`src/rtl/mul_div_unit_if.sv`:
```
// Handshake and data bundle between the EX stage and the iterative multiply/divide unit.
// The master drives the operation request and mthi/mtlo writes; the slave returns HI/LO and status.
interface mul_div_unit_if #(
    parameter int WIDTH = 32
) ();
    logic             start;
    logic [1:0]       op;
    logic [WIDTH-1:0] data1;
    logic [WIDTH-1:0] data2;
    logic             kill;
    logic             hi_we;
    logic             lo_we;
    logic [WIDTH-1:0] wdata;
    logic [WIDTH-1:0] hi;
    logic [WIDTH-1:0] lo;
    logic             busy;
    logic             done;

    modport master (
        output start, op, data1, data2, kill, hi_we, lo_we, wdata,
        input  hi, lo, busy, done
    );

    modport slave (
        input  start, op, data1, data2, kill, hi_we, lo_we, wdata,
        output hi, lo, busy, done
    );
endinterface

```
`src/rtl/mul_div_unit.sv`:
```
// Iterative radix-2 multiply/divide unit driving the architectural HI/LO registers.
// Magnitudes are processed in RUN (shift-add or restoring divide); signs are applied in FIXUP.
module mul_div_unit #(
    parameter int WIDTH = 32,
    parameter int CNT_W = 6
) (
    input  logic          clk,
    input  logic          rst,
    mul_div_unit_if.slave bus
);
    localparam logic [1:0]       ST_IDLE  = 2'd0;
    localparam logic [1:0]       ST_RUN   = 2'd1;
    localparam logic [1:0]       ST_FIXUP = 2'd2;
    localparam logic [CNT_W-1:0] CNT_LOAD = CNT_W'(WIDTH);
    localparam logic [CNT_W-1:0] CNT_ONE  = CNT_W'(1);

    function automatic logic [WIDTH-1:0] magnitude(input logic [WIDTH-1:0] v, input logic is_signed);
        logic [WIDTH-1:0] m;
        if (is_signed && v[WIDTH-1]) begin
            m = -v;
        end else begin
            m = v;
        end
        return m;
    endfunction

    logic [1:0]         state_r;
    logic [CNT_W-1:0]   cnt_r;
    logic               is_div_r;
    logic               neg_q_r;
    logic               neg_r_r;
    logic [WIDTH-1:0]   mag_a_r;
    logic [WIDTH-1:0]   mag_b_r;
    logic [2*WIDTH-1:0] acc_r;
    logic [WIDTH-1:0]   rem_r;
    logic [WIDTH-1:0]   hi_r;
    logic [WIDTH-1:0]   lo_r;
    logic               busy_r;
    logic               done_r;

    logic               sgn_op_s;
    logic               d2_zero_s;
    logic [WIDTH-1:0]   abs1_s;
    logic [WIDTH-1:0]   abs2_s;
    logic               neg_q_s;
    logic               neg_r_s;
    logic [WIDTH:0]     mul_sum_s;
    logic [WIDTH:0]     div_shift_s;
    logic [WIDTH:0]     div_diff_s;
    logic               div_ok_s;
    logic [2*WIDTH-1:0] prod_s;
    logic [WIDTH-1:0]   quo_s;
    logic [WIDTH-1:0]   rem_fix_s;

    // Launch-time operand decode and the per-step multiply/divide arithmetic.
    always_comb begin
        sgn_op_s  = ~bus.op[0];
        d2_zero_s = (bus.data2 == {WIDTH{1'b0}});
        abs1_s    = magnitude(bus.data1, sgn_op_s);
        abs2_s    = magnitude(bus.data2, sgn_op_s);
        neg_q_s   = 1'b0;
        neg_r_s   = 1'b0;
        if (sgn_op_s) begin
            // A zero divisor must leave the all-ones quotient un-negated.
            neg_q_s = (bus.data1[WIDTH-1] ^ bus.data2[WIDTH-1]) & ~(bus.op[1] & d2_zero_s);
            neg_r_s = bus.op[1] & bus.data1[WIDTH-1];
        end else begin
            neg_q_s = 1'b0;
            neg_r_s = 1'b0;
        end
        mul_sum_s   = {1'b0, acc_r[2*WIDTH-1:WIDTH]}
                    + (acc_r[0] ? {1'b0, mag_a_r} : {(WIDTH+1){1'b0}});
        div_shift_s = {rem_r, mag_a_r[WIDTH-1]};
        div_diff_s  = div_shift_s - {1'b0, mag_b_r};
        div_ok_s    = ~div_diff_s[WIDTH];
        prod_s      = neg_q_r ? -acc_r : acc_r;
        quo_s       = neg_q_r ? -mag_a_r : mag_a_r;
        rem_fix_s   = neg_r_r ? -rem_r : rem_r;
    end

    // Sequencer, iterative datapath and architectural HI/LO registers.
    always_ff @(posedge clk or negedge rst) begin
        if (!rst) begin
            state_r  <= ST_IDLE;
            cnt_r    <= {CNT_W{1'b0}};
            is_div_r <= 1'b0;
            neg_q_r  <= 1'b0;
            neg_r_r  <= 1'b0;
            mag_a_r  <= {WIDTH{1'b0}};
            mag_b_r  <= {WIDTH{1'b0}};
            acc_r    <= {(2*WIDTH){1'b0}};
            rem_r    <= {WIDTH{1'b0}};
            hi_r     <= {WIDTH{1'b0}};
            lo_r     <= {WIDTH{1'b0}};
            busy_r   <= 1'b0;
            done_r   <= 1'b0;
        end else begin
            done_r <= 1'b0;
            case (state_r)
                ST_IDLE: begin
                    if (bus.start) begin
                        if (!bus.kill) begin
                            is_div_r <= bus.op[1];
                            neg_q_r  <= neg_q_s;
                            neg_r_r  <= neg_r_s;
                            mag_a_r  <= abs1_s;
                            mag_b_r  <= abs2_s;
                            acc_r    <= {{WIDTH{1'b0}}, abs2_s};
                            rem_r    <= {WIDTH{1'b0}};
                            cnt_r    <= CNT_LOAD;
                            busy_r   <= 1'b1;
                            state_r  <= ST_RUN;
                        end
                    end else begin
                        if (bus.hi_we) begin
                            hi_r <= bus.wdata;
                        end
                        if (bus.lo_we) begin
                            lo_r <= bus.wdata;
                        end
                    end
                end
                ST_RUN: begin
                    if (bus.kill) begin
                        cnt_r   <= {CNT_W{1'b0}};
                        busy_r  <= 1'b0;
                        state_r <= ST_IDLE;
                    end else begin
                        if (is_div_r) begin
                            rem_r   <= div_ok_s ? div_diff_s[WIDTH-1:0] : div_shift_s[WIDTH-1:0];
                            mag_a_r <= {mag_a_r[WIDTH-2:0], div_ok_s};
                        end else begin
                            acc_r   <= {mul_sum_s, acc_r[WIDTH-1:1]};
                        end
                        cnt_r <= cnt_r - CNT_ONE;
                        if (cnt_r == CNT_ONE) begin
                            state_r <= ST_FIXUP;
                        end
                    end
                end
                ST_FIXUP: begin
                    if (!bus.kill) begin
                        if (is_div_r) begin
                            hi_r <= rem_fix_s;
                            lo_r <= quo_s;
                        end else begin
                            hi_r <= prod_s[2*WIDTH-1:WIDTH];
                            lo_r <= prod_s[WIDTH-1:0];
                        end
                        done_r <= 1'b1;
                    end
                    busy_r  <= 1'b0;
                    state_r <= ST_IDLE;
                end
                default: begin
                    busy_r  <= 1'b0;
                    state_r <= ST_IDLE;
                end
            endcase
        end
    end

    assign bus.hi   = hi_r;
    assign bus.lo   = lo_r;
    assign bus.busy = busy_r;
    assign bus.done = done_r;
endmodule

```
`src/flat_wrapper.sv`:
```
// flat-port wrapper written by rule: the top's interface ports become plain ports
module mul_div_unit_flat 
#(
    parameter int WIDTH = 32,
    parameter int CNT_W = 6
)
  (clk, rst, bus_start, bus_op, bus_data1, bus_data2, bus_kill, bus_hi_we, bus_lo_we, bus_wdata, bus_hi, bus_lo, bus_busy, bus_done);
  mul_div_unit_if #(.WIDTH(WIDTH)) bus_i ();
  input  logic clk;
  input  logic rst;
  input wire logic [$bits(bus_i.start)-1:0] bus_start;
  input wire logic [$bits(bus_i.op)-1:0] bus_op;
  input wire logic [$bits(bus_i.data1)-1:0] bus_data1;
  input wire logic [$bits(bus_i.data2)-1:0] bus_data2;
  input wire logic [$bits(bus_i.kill)-1:0] bus_kill;
  input wire logic [$bits(bus_i.hi_we)-1:0] bus_hi_we;
  input wire logic [$bits(bus_i.lo_we)-1:0] bus_lo_we;
  input wire logic [$bits(bus_i.wdata)-1:0] bus_wdata;
  output wire logic [$bits(bus_i.hi)-1:0] bus_hi;
  output wire logic [$bits(bus_i.lo)-1:0] bus_lo;
  output wire logic [$bits(bus_i.busy)-1:0] bus_busy;
  output wire logic [$bits(bus_i.done)-1:0] bus_done;
  assign bus_i.start = bus_start;
  assign bus_i.op = bus_op;
  assign bus_i.data1 = bus_data1;
  assign bus_i.data2 = bus_data2;
  assign bus_i.kill = bus_kill;
  assign bus_i.hi_we = bus_hi_we;
  assign bus_i.lo_we = bus_lo_we;
  assign bus_i.wdata = bus_wdata;
  assign bus_hi = bus_i.hi;
  assign bus_lo = bus_i.lo;
  assign bus_busy = bus_i.busy;
  assign bus_done = bus_i.done;
  mul_div_unit #(.WIDTH(WIDTH), .CNT_W(CNT_W)) u_core (.clk(clk), .rst(rst), .bus(bus_i));
endmodule
```
`config.mk`:
```
export PLATFORM = sky130hd
export DESIGN_NAME = mul_div_unit_flat
export DESIGN_NICKNAME = d
export VERILOG_FILES = /design/src/rtl/mul_div_unit_if.sv /design/src/rtl/mul_div_unit.sv /design/src/flat_wrapper.sv
export SDC_FILE = /design/constraint.sdc
export NUM_CORES = 1
export LEC_CHECK = 0
export ABC_AREA = 1
export BUFFER_PORTS_ARGS = -buffer_cell sky130_fd_sc_hd__buf_2
export CORE_MARGIN = 4
export CORE_UTILIZATION = 60
export DETAILED_ROUTE_END_ITERATION = 6
export PLACE_DENSITY = 0.89
export SYNTH_ARGS = -nofsm -noshare
export SYNTH_HDL_FRONTEND = slang
export SYNTH_SLANG_ARGS = --single-unit
```
`constraint.sdc`:
```
create_clock -name clk -period 5 [get_ports clk]
set_input_delay 0.25 -clock clk [delete_from_list [all_inputs] [get_ports clk]]
set_output_delay 0.25 -clock clk [all_outputs]
set_load 0.01 [all_outputs]
```
After elaboration in Yosys (flattened, before gate mapping)
Cells that the tools add are included.
W data, S select, Z words.
{ "totals": {"elab_cells": 106, "input_bits": 104, "ff_bits": 237, "output_inout_bits": 66} }
{ "classes": {"bitwise": 8, "n_mux": 49, "n_reduce_logical": 14, "eq_ne": 14, "add_sub_neg": 8} }
{ "ops": {"columns": ["cell", "count"], "rows": [
  ["$mux W32", 22],
  ["$mux W64", 5],
  ["$pmux W32 S2", 4],
  ["$neg A32 Y32", 4],
  ["$pmux W64 S2", 1],
  ["$neg A64 Y64", 1],
  ["$add A32 B33 Y33", 1],
  ["$sub A33 B32 Y33", 1],
  ["$logic_not A32 Y1", 1],
  ["$mux W6", 3],
  ["$ne A2 B2 Y1 const B", 9],
  ["$pmux W6 S2", 1],
  ["$reduce_and A3 Y1", 4],
  ["$reduce_and A5 Y1", 2],
  ["$mux W2", 4],
  ["$reduce_and A4 Y1", 2],
  ["$mux W1", 7],
  ["$eq A6 B1 Y1 const B", 1],
  ["$sub A6 B1 Y6 const B", 1],
  ["$not A1 Y1", 4],
  ["$pmux W2 S2", 1],
  ["$reduce_bool A2 Y1", 2],
  ["$and A1 B1 Y1", 3],
  ["$ne A3 B2 Y1 const B", 1],
  ["7 further kinds", 8]
]} }

Longest topological paths before layout
{ "depth": {"word_depth": 6, "mapped_depth": 18, "ltp_nobuf": 17} }

Least setup slack after synthesis
OpenSTA, ideal clock, no wires.
{ "synth_path": {"path_type": "flip-flop to flip-flop", "start": "register u_core.mag_a_r[31]", "end": "register u_core.rem_r[12]", "slack_ns": 2.712, "t_required_ns": 4.883, "arrival_ns": 2.170, "setup_time_ns": 0.117, "n_path_buf": 1, "synth_period_minus_slack_ns": 2.288, "path_stages_with_launch": 19, "cell_sequence": "dfrtp_1 inv_1 ha_1 fa_1 inv_1 nand3_1 nand2_1 nand2_1 nand2_1 nand2_1 nand2_2 nand2_4 nand2_8 nand2_8 nand2_8 buf_12 nand2_2 nand3_1 nand2_1"} }
{ "synth_between": {"elab_chain_len": 5} }
{ "synth_lines": {"columns": ["item", "line_no", "source"], "rows": [
  ["start: declaration", "mul_div_unit.sv:32", "logic [WIDTH-1:0] mag_a_r;"],
  ["start signal: assignment", "mul_div_unit.sv:89", "mag_a_r <= {WIDTH{1'b0}};"],
  ["start signal: assignment", "mul_div_unit.sv:106", "mag_a_r <= abs1_s;"],
  ["start signal: assignment", "mul_div_unit.sv:131", "mag_a_r <= {mag_a_r[WIDTH-2:0], div_ok_s};"],
  ["$sub A33 B32 Y33", "mul_div_unit.sv:74", "div_diff_s = div_shift_s - {1'b0, mag_b_r};"],
  ["$mux W32", "mul_div_unit.sv:130", "rem_r <= div_ok_s ? div_diff_s[WIDTH-1:0] : div_shift_s[WIDTH-1:0];"],
  ["$mux W32", "mul_div_unit.sv:129", "if (is_div_r) begin"],
  ["$mux W32", "mul_div_unit.sv:124", "if (bus.kill) begin"],
  ["$pmux W32 S2", "mul_div_unit.sv:99", "case (state_r)"],
  ["end signal: assignment", "mul_div_unit.sv:92", "rem_r <= {WIDTH{1'b0}};"],
  ["end signal: assignment", "mul_div_unit.sv:109", "rem_r <= {WIDTH{1'b0}};"],
  ["end signal: assignment", "mul_div_unit.sv:130", null],
  ["end: declaration", "mul_div_unit.sv:35", "logic [WIDTH-1:0] rem_r;"]
]} }
No other way between the ends. The select of a mux whose other input is x is not followed.
A chain may end at the register's enable or synchronous reset.

Worst setup path in the final report
{ "layout_path": {"start": "register u_core.acc_r[0]", "end": "register u_core.acc_r[49]"} }
{ "layout_between": {"elab_chain_len": 5} }
{ "layout_lines": {"columns": ["item", "line_no", "source"], "rows": [
  ["start: declaration", "mul_div_unit.sv:34", "logic [2*WIDTH-1:0] acc_r;"],
  ["start signal: assignment", "mul_div_unit.sv:91", "acc_r <= {(2*WIDTH){1'b0}};"],
  ["start signal: assignment", "mul_div_unit.sv:108", "acc_r <= {{WIDTH{1'b0}}, abs2_s};"],
  ["start signal: assignment", "mul_div_unit.sv:133", "acc_r <= {mul_sum_s, acc_r[WIDTH-1:1]};"],
  ["$mux W32", "mul_div_unit.sv:72", "+ (acc_r[0] ? {1'b0, mag_a_r} : {(WIDTH+1){1'b0}});"],
  ["$add A32 B33 Y33", "mul_div_unit.sv:72", null],
  ["$mux W64", "mul_div_unit.sv:129", null],
  ["$mux W64", "mul_div_unit.sv:124", null],
  ["$pmux W64 S2", "mul_div_unit.sv:99", null]
]} }
No other way between the ends. The select of a mux whose other input is x is not followed.

==> results.tsv <==
stage	metric	value	unit
yosys	post_synth_instance_area	20930	um2
critical_path	worst_path_max_delay_cell	dfrtp_1	
sta	finalWorstPathRequiredPeriod	3389	ps
die	die-width	194.8	um
clocking	cts_sinks	237	
run_status	status	finished, final reports clean	
critical_path	cp_data_arrival_time	3840	ps
cells_and_area	fin_util	0.6688	
sta	final.hold.worst_slack	13.54	ps
critical_path	critical_path.max_fanout	34	
yosys	yosys-top-cells-area	dfrtp_1, nand2_1, nor2_1	
global_routing	grt_antenna_before_repair	5	
routing	drt-wirelength-per-cell	20.80	um
critical_path	crit_top_cell	nand2_1	
critical_path	critical_path.n_buffers_inverters	2	
die	vert_die_dim	194.8	um
global_routing	globalRoute.totalOverflow	0	
routing	post-route-drc-count	0	
sta	unrepaired_setup_endpoints_after_global_routing	no	
critical_path	timing.critical_path.to_type	flip-flop	
power	max_ir_drop_vdd	0.0004143	V
power	total_leakage_power	0.01200	uW
yosys	synth.largest_area_cell	dfrtp_1	
cells_and_area	flow.area_growth_from_synthesis	10.11	%
critical_path	startpoint	u_core.acc_r[0]$_DFFE_PN0P_	
die	placement_rows	68	
die	pin_count	170	
placed_design	portBuffers	169	
routing	drtPass1Iterations	6	
min_path	hold_path.class	primary input to flip-flop	
yosys	syn_area_per_cell	6.113	um2
sta	achievable-frequency	295.1	MHz
cells_and_area	drive_gt1_frac	0.08682	
global_routing	via_count_of_the_first_global_routing_pass	22000	
critical_path	ff2ff_setup_slack	1610	ps
yosys	post-synth-top-area-fraction	0.2834	
sta	fin_worst_skew	13.87	ps
routing	detail_route.wirelength	83570	um
critical_path	worst_path_dominant_cell_family	flip-flops	
clocking	worst_skew_pair.late_latency	570	ps
sta	drv_slew	0	
sta	setup_total_negative_slack	0	ps
min_path	hold_path_startpoint	bus_kill	
cells_and_area	mostFrequentLayoutCell	nand2_1	
yosys	synth-warning-count	0	
routing	dr_total_vias	24510	
cells_and_area	num-nets-final	3717	
placed_design	gp_routability_congestion	1.154	
critical_path	crit_type	flip-flop to flip-flop	
clocking	cts-buffers-inserted	27	
cells_and_area	fillerInstances	3222	
sta	slew_headroom	0.2443	
routing	first_iter_violations	3138	
power	power_per_cell_area	539.2	nW/um2
die	design.core.area	34460	um2
routing	detail_route.vias_per_cell	6.099	
clocking	clk_path_buf_depth	3	
yosys	synth_seq_area_share	0.2834	
yosys	netlist-cell-type-count	53	
cells_and_area	multi_input_comb_area	12910	um2
flow_run	max_cap_violations	0	
routing	detail-route-antenna-nets	0	
sta	setup_violation_total_in_the_final_timing_report	0	
die	initial_utilization	0.6074	
global_routing	grt_first_pass_wirelength	125900	um
die	dieArea	37940	um2
global_routing	grt_max_degree	155	
yosys	synth.ff_latch_count	237	
placed_design	dpl.hpwl	66110	um
critical_path	r2r_start	u_core.acc_r[0]$_DFFE_PN0P_	
clocking	clkTransAtPathRegs	70	ps
sta	timing_worst_slew_pin_value	1133	ps
cells_and_area	mostFrequentLayoutCells	nand2_1, nor2_1, inv_1	
yosys	syn_inst	3424	
critical_path	timing.critical_path.from_type	flip-flop	
critical_path	crit_chain	nand2_1, inv_1, ha_1, inv_1, fa_1, o21ai_1, a21boi_0, o21bai_1, nand3_1, nand2_1, nand2_1, nand3_1, o21ai_0	
critical_path	max_stage_delay	1100	ps
critical_path	timing.critical_path.required	5450	ps
clocking	tritoncts	built	
cells_and_area	seq_area	5933	um2
sta	finalCritPeriodShare	0.6778	
global_routing	global_route.usage.total	0.4192	
clocking	ctsHtreeMaxLevel	1	
yosys	synthesis.nets	3601	
sta	hold_violations	0	
clocking	cts_root_buffer	clkbuf_16	
==> power breakdown <==
group	switching [uW]	internal, uW	total (uW)
logic	4730	1960	6700
registers	1030	2540	3570
clock network	897	1260	2160
==> kinds of logic (layout without fill, tap and decap cells) <==
kind of cell,Yosys count,in the layout,synth area share
AOI/OAI and AO/OA,650,650,0.1700
xor gates and xnor gates,64,64,0.02678
adders and majority gates,73,73,0.04436
buffers and inverters,531,666,0.1007
DFF,237,237,0.2834
other,0,4,0
and+or+nand+nor,1869,1869,0.3748
==> metrics by stage <==
stage          worst slack, ps  instances  cell area, um2  power [uW]
2_1_floorplan             2712       3424           20930        7398
3_3_place_gp              1757       3956           22000        9909
3_5_place_dp              1662       3956           22000        9903
4_1_cts                   1654       4014           23040       12090
5_1_grt                   1287       4014           23040       13100
6_report                  1611       4018           23050       12430
==> cell usage after synthesis (all sizes together) <==
cell      n
nand2   982
nor2    477
inv     418
o21ai   298
nand3   292
a21oi   259
dfrtp   237
ha       71
clkbuf   58
buf      52
nand4    51
nor3     41
xor2     39
xnor2    25
o221ai   24
o22ai    15
a22oi    12
nand3b   10
o211ai   10
o21bai    8
o31ai     8
a21o      6
nor4      6
or2       6
a21boi    5
clkinv    3
and3      2
fa        2
o21a      2
a221oi    1
a31o      1
a31oi     1
and2      1
nor3b     1
==> flip-flops by register name, summed over array words and instances, names as in the netlist, 2 cells and up <==
register,count
u_core.cnt_r,6
u_core.rem_r,32
u_core.mag_a_r,32
u_core.mag_b_r,32
u_core.bus.hi,32
u_core.bus.lo,32
u_core.acc_r,64
u_core.state_r,2
==> final timing paths <==
kind / to / cells past startpoint
min in group asynchronous: u_core.bus.lo[26]$_DFFE_PN0P_ / 2
hold / removal: u_core.bus.done$_DFF_PN0_ / 2
setup reg to reg: u_core.acc_r[49]$_DFFE_PN0P_ / 13
hold reg to reg: u_core.mag_b_r[26]$_DFFE_PN0P_ / 2
setup / recovery: u_core.acc_r[49]$_DFFE_PN0P_ / 13
max in group asynchronous: u_core.acc_r[14]$_DFFE_PN0P_ / 3
==> layout make-up <==
class / instances / share of cell area
Multi-Input combinational cell: 2656 / 0.5602
Clock inverter: 14 / 0.008578
Tap cell: 455 / 0.02470
Timing Repair Buffer: 197 / 0.04788
Antenna cell: 4 / 0.0004343
Clock buffer: 34 / 0.03219
Inverter: 421 / 0.06857
Sequential cell: 237 / 0.2574
==> routing by layer <==
| metal | global-route usage | share of wire | vias to the layer above |
|---|---|---|---|
| met5 | 0 | 0.00041 | - |
| met4 | 0.2307 | 0.073 | 6 |
| met3 | 0.1042 | 0.13 | 325 |
| met2 | 0.6269 | 0.42 | 1625 |
| met1 | 0.5590 | 0.38 | 11140 |
| li1 | - | - | 11410 |
==> worst reg2reg max path, cell delays in order (launching register included) <==
cell and delay [ps]:
dfrtp_1 1100, nand2_1 120, inv_1 90, ha_1 150, inv_1 50, fa_1 400
o21ai_1 310, a21boi_0 270, o21bai_1 350, nand3_1 150, nand2_1 90, nand2_1 50
nand3_1 60, o21ai_0 80
==> timing repair <==
action | 4_1_cts | 5_1_grt
buffers inserted | 0 | 0
hold buffers | 10 | 0
hold endpoints to repair | 94 | 0
gates resized for setup | 0 | 0
(Power assumes the default switching activity.)
